### config.mk
export PLATFORM = sky130hd
export DESIGN_NAME = regfile_mp
export DESIGN_NICKNAME = d
export VERILOG_FILES = /design/src/rtl/rv32i_pkg.sv /design/src/rtl/regfile_scoreboard.sv /design/src/rtl/regfile_mp.sv
export SDC_FILE = /design/constraint.sdc
export NUM_CORES = 2
export LEC_CHECK = 0
export CORE_MARGIN = 1.5
export CORE_UTILIZATION = 39
export DETAILED_ROUTE_END_ITERATION = 7
export PLACE_DENSITY = 0.61
export SYNTH_ARGS = -nofsm -noshare
export SYNTH_HDL_FRONTEND = slang
export SYNTH_SLANG_ARGS = --single-unit
### constraint.sdc
create_clock -name clk -period 12.7 [get_ports clk]
set_input_delay 2.54 -clock clk [delete_from_list [all_inputs] [get_ports clk]]
set_output_delay 2.54 -clock clk [all_outputs]
set_load 0.02 [all_outputs]
### src/rtl/rv32i_pkg.sv
// rv32i_pkg: shared RV32I architectural constants and basic types.
//   XLEN           - integer register width
//   REG_COUNT      - number of architectural integer registers
//   REG_ADDR_WIDTH - bits needed to address one register
//   reg_addr_t     - register address type
//   xlen_t         - register data type
package rv32i_pkg;

    localparam int unsigned XLEN           = 32;
    localparam int unsigned REG_COUNT      = 32;
    localparam int unsigned REG_ADDR_WIDTH = $clog2(REG_COUNT);

    typedef logic [REG_ADDR_WIDTH-1:0] reg_addr_t;
    typedef logic [XLEN-1:0]           xlen_t;

endpackage

### src/rtl/regfile_scoreboard.sv
// regfile_scoreboard: per-register pending-writeback bits and their count.
//   clk        in   clock, rising edge
//   aresetn    in   asynchronous active-low reset
//   alloc_vec  in   N_REGS one-hot-or-zero: registers to mark pending
//   clr_vec    in   N_REGS: registers written back this cycle
//   busy       out  N_REGS pending bits (bit 0 always 0)
//   busy_count out  registered popcount of busy
module regfile_scoreboard
    import rv32i_pkg::*;
#(
    parameter  int unsigned N_REGS = REG_COUNT,
    localparam int unsigned CW     = $clog2(N_REGS) + 1
) (
    input  logic              clk,
    input  logic              aresetn,
    input  logic [N_REGS-1:0] alloc_vec,
    input  logic [N_REGS-1:0] clr_vec,
    output logic [N_REGS-1:0] busy,
    output logic [CW-1:0]     busy_count
);

    logic [N_REGS-1:0] busy_next;
    logic [CW-1:0]     count_next;

    always_comb begin
        // Set after clear: an allocation wins over a same-cycle writeback.
        busy_next    = (busy & ~clr_vec) | alloc_vec;
        busy_next[0] = 1'b0;

        count_next = '0;
        for (int unsigned i = 0; i < N_REGS; i++) begin
            count_next = count_next + CW'(busy_next[i]);
        end
        // Bit 0 is never set, so this bound already holds; the clamp keeps
        // the no-wrap guarantee independent of that detail.
        if (count_next > CW'(N_REGS - 1)) begin
            count_next = CW'(N_REGS - 1);
        end
    end

    always_ff @(posedge clk or negedge aresetn) begin
        if (!aresetn) begin
            busy       <= '0;
            busy_count <= '0;
        end else begin
            busy       <= busy_next;
            busy_count <= count_next;
        end
    end

endmodule

### src/rtl/regfile_mp.sv
// regfile_mp: multi-ported integer register file with write-to-read bypass
// and a pending-writeback scoreboard.
//   clk        in   clock, rising edge
//   aresetn    in   asynchronous active-low reset
//   rd_addr    in   NUM_RD x AW read addresses
//   rdata      out  NUM_RD x XLEN combinational read data (x0 reads 0)
//   rd_busy    out  NUM_RD addressed register awaits writeback
//   wr_en      in   NUM_WR write strobes
//   wr_addr    in   NUM_WR x AW write addresses (x0 writes discarded)
//   wdata      in   NUM_WR x XLEN write data; highest port wins on conflict
//   alloc_en   in   mark alloc_addr pending
//   alloc_addr in   AW register to mark
//   busy_count out  AW+1 number of pending registers (registered)
module regfile_mp #(
    parameter  int unsigned XLEN      = rv32i_pkg::XLEN,
    parameter  int unsigned REG_COUNT = rv32i_pkg::REG_COUNT,
    parameter  int unsigned NUM_RD    = 2,
    parameter  int unsigned NUM_WR    = 2,
    parameter  int unsigned BYPASS    = 1,
    localparam int unsigned AW        = $clog2(REG_COUNT)
) (
    input  logic                         clk,
    input  logic                         aresetn,
    input  logic [NUM_RD-1:0][AW-1:0]    rd_addr,
    output logic [NUM_RD-1:0][XLEN-1:0]  rdata,
    output logic [NUM_RD-1:0]            rd_busy,
    input  logic [NUM_WR-1:0]            wr_en,
    input  logic [NUM_WR-1:0][AW-1:0]    wr_addr,
    input  logic [NUM_WR-1:0][XLEN-1:0]  wdata,
    input  logic                         alloc_en,
    input  logic [AW-1:0]                alloc_addr,
    output logic [AW:0]                  busy_count
);

    logic [XLEN-1:0]      regs [REG_COUNT];
    logic [REG_COUNT-1:0] alloc_vec;
    logic [REG_COUNT-1:0] clr_vec;
    logic [REG_COUNT-1:0] busy_vec;

    // Ascending port order makes the last port's write the one that sticks.
    always_ff @(posedge clk or negedge aresetn) begin
        if (!aresetn) begin
            regs <= '{default: '0};
        end else begin
            for (int unsigned w = 0; w < NUM_WR; w++) begin
                if (wr_en[w] && (wr_addr[w] != '0)) begin
                    regs[wr_addr[w]] <= wdata[w];
                end
            end
        end
    end

    always_comb begin
        rdata   = '0;
        rd_busy = '0;
        for (int unsigned r = 0; r < NUM_RD; r++) begin
            logic            hit;
            logic [XLEN-1:0] fwd;
            hit = 1'b0;
            fwd = '0;
            // Later ports overwrite earlier matches, mirroring write priority.
            for (int unsigned w = 0; w < NUM_WR; w++) begin
                if ((BYPASS == 1) && wr_en[w] && (wr_addr[w] == rd_addr[r])) begin
                    hit = 1'b1;
                    fwd = wdata[w];
                end
            end
            if (rd_addr[r] == '0) begin
                rdata[r]   = '0;
                rd_busy[r] = 1'b0;
            end else begin
                rdata[r]   = hit ? fwd : regs[rd_addr[r]];
                rd_busy[r] = busy_vec[rd_addr[r]] & ~hit;
            end
        end
    end

    always_comb begin
        alloc_vec = '0;
        clr_vec   = '0;
        if (alloc_en) begin
            alloc_vec[alloc_addr] = 1'b1;
        end
        for (int unsigned w = 0; w < NUM_WR; w++) begin
            if (wr_en[w]) begin
                clr_vec[wr_addr[w]] = 1'b1;
            end
        end
    end

    regfile_scoreboard #(
        .N_REGS (REG_COUNT)
    ) u_scoreboard (
        .clk        (clk),
        .aresetn    (aresetn),
        .alloc_vec  (alloc_vec),
        .clr_vec    (clr_vec),
        .busy       (busy_vec),
        .busy_count (busy_count)
    );

endmodule

==> impl_metrics.toml <==
[status]
status = "finished, violations left"
violations = "capacitance limit, slew limit"

[clock_tree]
hold_buffers = 0
clk_path_buf_depth = 3
clk_latency_ps = 780
cts_tree = "done"
cts_resized = 0
cts_sinks = 1061
post-cts-setup-buffers = 0
cts_max_level = 3
cts_root_buffer = "clkbuf_16"
path_clk_slew_ps = 60
cts_buffers = 116

[timing]
tightest_slew_ps = 1550
slew_viol_final = 34
setup_tns_ps = 0
clock.fmax_mhz = 98.4
skew_ps = 11.6
setup_ws_ps = 2540
rsz0062_at_grt = "no"
fin_crit_sh_pct = 80.0
setup_viol = 0
hold_viol = 0
maxSlewHeadroom_pct = -3.83
final.min_clock_period_ps = 10160

[route]
vias = 55889
routed_wl_um = 285000
ant_nets = 0
first_pass_iters = 6
drt-initial-drc-count = 8742
avgRoutedWirePerCell_um = 34.6
drcViolationCount = 0
vias_per_cell = 6.78

[pwr]
ir_drop_uv = 178
power.density_nw_per_um2 = 174
leakage_nw = 33.0
p_total_w = 0.0128

[worst_setup_path]
path_class = "in2out"
crit_end = "rdata[21]"
worstRegToRegCells = 14
worstPathRequired_ps = 10160
timing.rr.end = "u_scoreboard.busy_count[3]$_DFF_PN0_"
end_kind = "output pin"
r2r-start = "u_scoreboard.busy[1]$_DFF_PN0_"
cp_data_arrival_time_ps = 7620
critPathLaunch = "wr_addr[3]"
r2r_slack_ps = 7480
start_kind = "primary input"
worstPathMaxFanout = 33

[layout]
nets = 6040
design_area_sq_um = 73700
layout-drive-gt1-share_pct = 16.7
area_growth_pct = 9.88

[place]
pre_cts_ws_ps = 2430
portBuffers = 165
gp_congestion = 0.965
placed_area_sq_um = 69700
dp_hpwl_um = 164000

[die]
die-area_sq_um = 175000
rows = 152
ios = 166
die_w_um = 418
die_h_um = 418
core_area_sq_um = 171000
initial_utilization_pct = 39.2

[yosys]
yosysUniqueCellTypes = 68
syn_avg_cell_area_sq_um = 10.7
synth_async_sr_flop_share_pct = 100
synth_flop_cell = "dfrtp_1"
synth_seq_cells = 1061
synth_area_sq_um = 67100
synth_nets = 6423
synth_edf_count = 0
seq_area_frac_synth_pct = 39.6
yosysWarnings = 0
syn_inst = 6297

[global_route]
grt_max_degree = 169
overflow = 0
grt_pass1_vias = 53930
grt_pass1_wl_um = 406000
grt_usage_pct = 32.2
antenna_found_initial = 14

[flow_run]
drv_cap = 2

[hold_path]
hold_class = "reg2reg"
[metrics by stage]
stage	hold WS, ps	utilization, %	cells
final	392	43.1	8249
after CTS	397	43.0	8239
after global routing	403	43.1	8248
after global placement	377	40.7	8028
after floorplan	441	-	6297
after detailed placement	384	40.7	8028
[worst max-delay path, stage by stage]
cell             delay [ps]
clkdlybuf4s50_1         790
xor2_1                  320
nor4_1                  640
and3_2                 1160
nor4_1                  140
nor3_1                 1190
clkdlybuf4s50_1         810
[metal layers]
metal	track usage (%)	wire [um]
met1	40.1	102000
met4	23.7	24800
met5	0.0278	28
met2	47.1	122000
met3	9.89	36000
[cell usage in the layout, fill, tap and decap left out, types with 116 or more instances in the layout]
master	instances
a22oi_1	127
clkdlybuf4s50_1	153
buf_4	156
mux2i_1	941
a21oi_1	517
o21ai_0	430
mux4_2	528
nand2_1	508
dfrtp_1	1061
nor2_1	615
clkbuf_16	116
[worst min-delay path by stage]
stage / cells past startpoint / end / startpoint / slack (ps)
global route: 0 / regs[997]$_DFF_PN0_ / regs[997]$_DFF_PN0_ / 400
finish: 0 / regs[1004]$_DFF_PN0_ / regs[1004]$_DFF_PN0_ / 390
CTS: 0 / regs[1004]$_DFF_PN0_ / regs[1004]$_DFF_PN0_ / 400
detailed placement: 0 / regs[1004]$_DFF_PN0_ / regs[1004]$_DFF_PN0_ / 380
global placement: 0 / regs[1008]$_DFF_PN0_ / regs[1008]$_DFF_PN0_ / 380
floorplan: 1 / regs[1000]$_DFF_PN0_ / regs[1000]$_DFF_PN0_ / 440
[cells by family (layout without fill, tap and decap cells)]
family          after synthesis  count (layout)  share of synthesized area [%]
compound gates             1472            1472                           13.2
mux                        1472            1472                           31.8
simple gates               1369            1369                           8.57
flops                      1061            1061                           39.6
buf+inv                     869             579                           5.66
fa+ha+maj                    32              32                          0.854
xor+xnor                     21              21                          0.274
other cells                   1              10                        0.00559
[final cells by class]
type	count	area [sq um]
multi-input combinational	4367	37200
tap	2233	2790
inverter	41	154
timing repair buffer	327	2970
clock inverter	44	603
antenna	9	22.5
sequential	1061	26600
fill	15911	97500
clock buffer	167	3370
[flip-flops by register name, summed over array words and instances, names as in the netlist]
name,flops
regs,1024
u_scoreboard.busy,31
u_scoreboard.busy_count,6
[cell usage after synthesis, drive strengths merged (2+ instances only)]
master,instances,area (sq um)
a211oi,2,15.0
a21o,2,15.0
a21oi,517,2590
a221oi,68,596
a22o,30,263
a22oi,127,953
a31oi,38,238
a32o,20,200
a32oi,82,718
and2,10,62.6
and3,7,43.8
and3b,7,61.3
buf,321,1720
clkbuf,507,1920
dfrtp,1061,26600
fa,23,460
ha,9,113
inv,41,154
mux2,3,33.8
mux2i,941,9420
mux4,528,11900
nand2,553,2130
nand2b,9,56.3
nand3,6,30.0
nand3b,6,45.0
nand4,11,68.8
nor2,656,2590
nor2b,5,31.3
nor3,41,228
nor3b,11,82.6
nor4,32,200
o2111ai,2,17.5
o211ai,2,15.0
o21a,3,22.5
o21ai,449,2250
o221ai,34,298
o22a,31,272
o22ai,58,363
or2,4,25.0
or3,3,23.8
or3b,6,57.6
xnor2,13,114
xor2,8,70.1
[where the power goes]
group	total, W	internal [W]	switching (W)
registers	0.00507	0.00428	0.000789
clock network	0.00363	0.00208	0.00154
logic	0.00410	0.00209	0.00201
(Power assumes the default switching activity.)
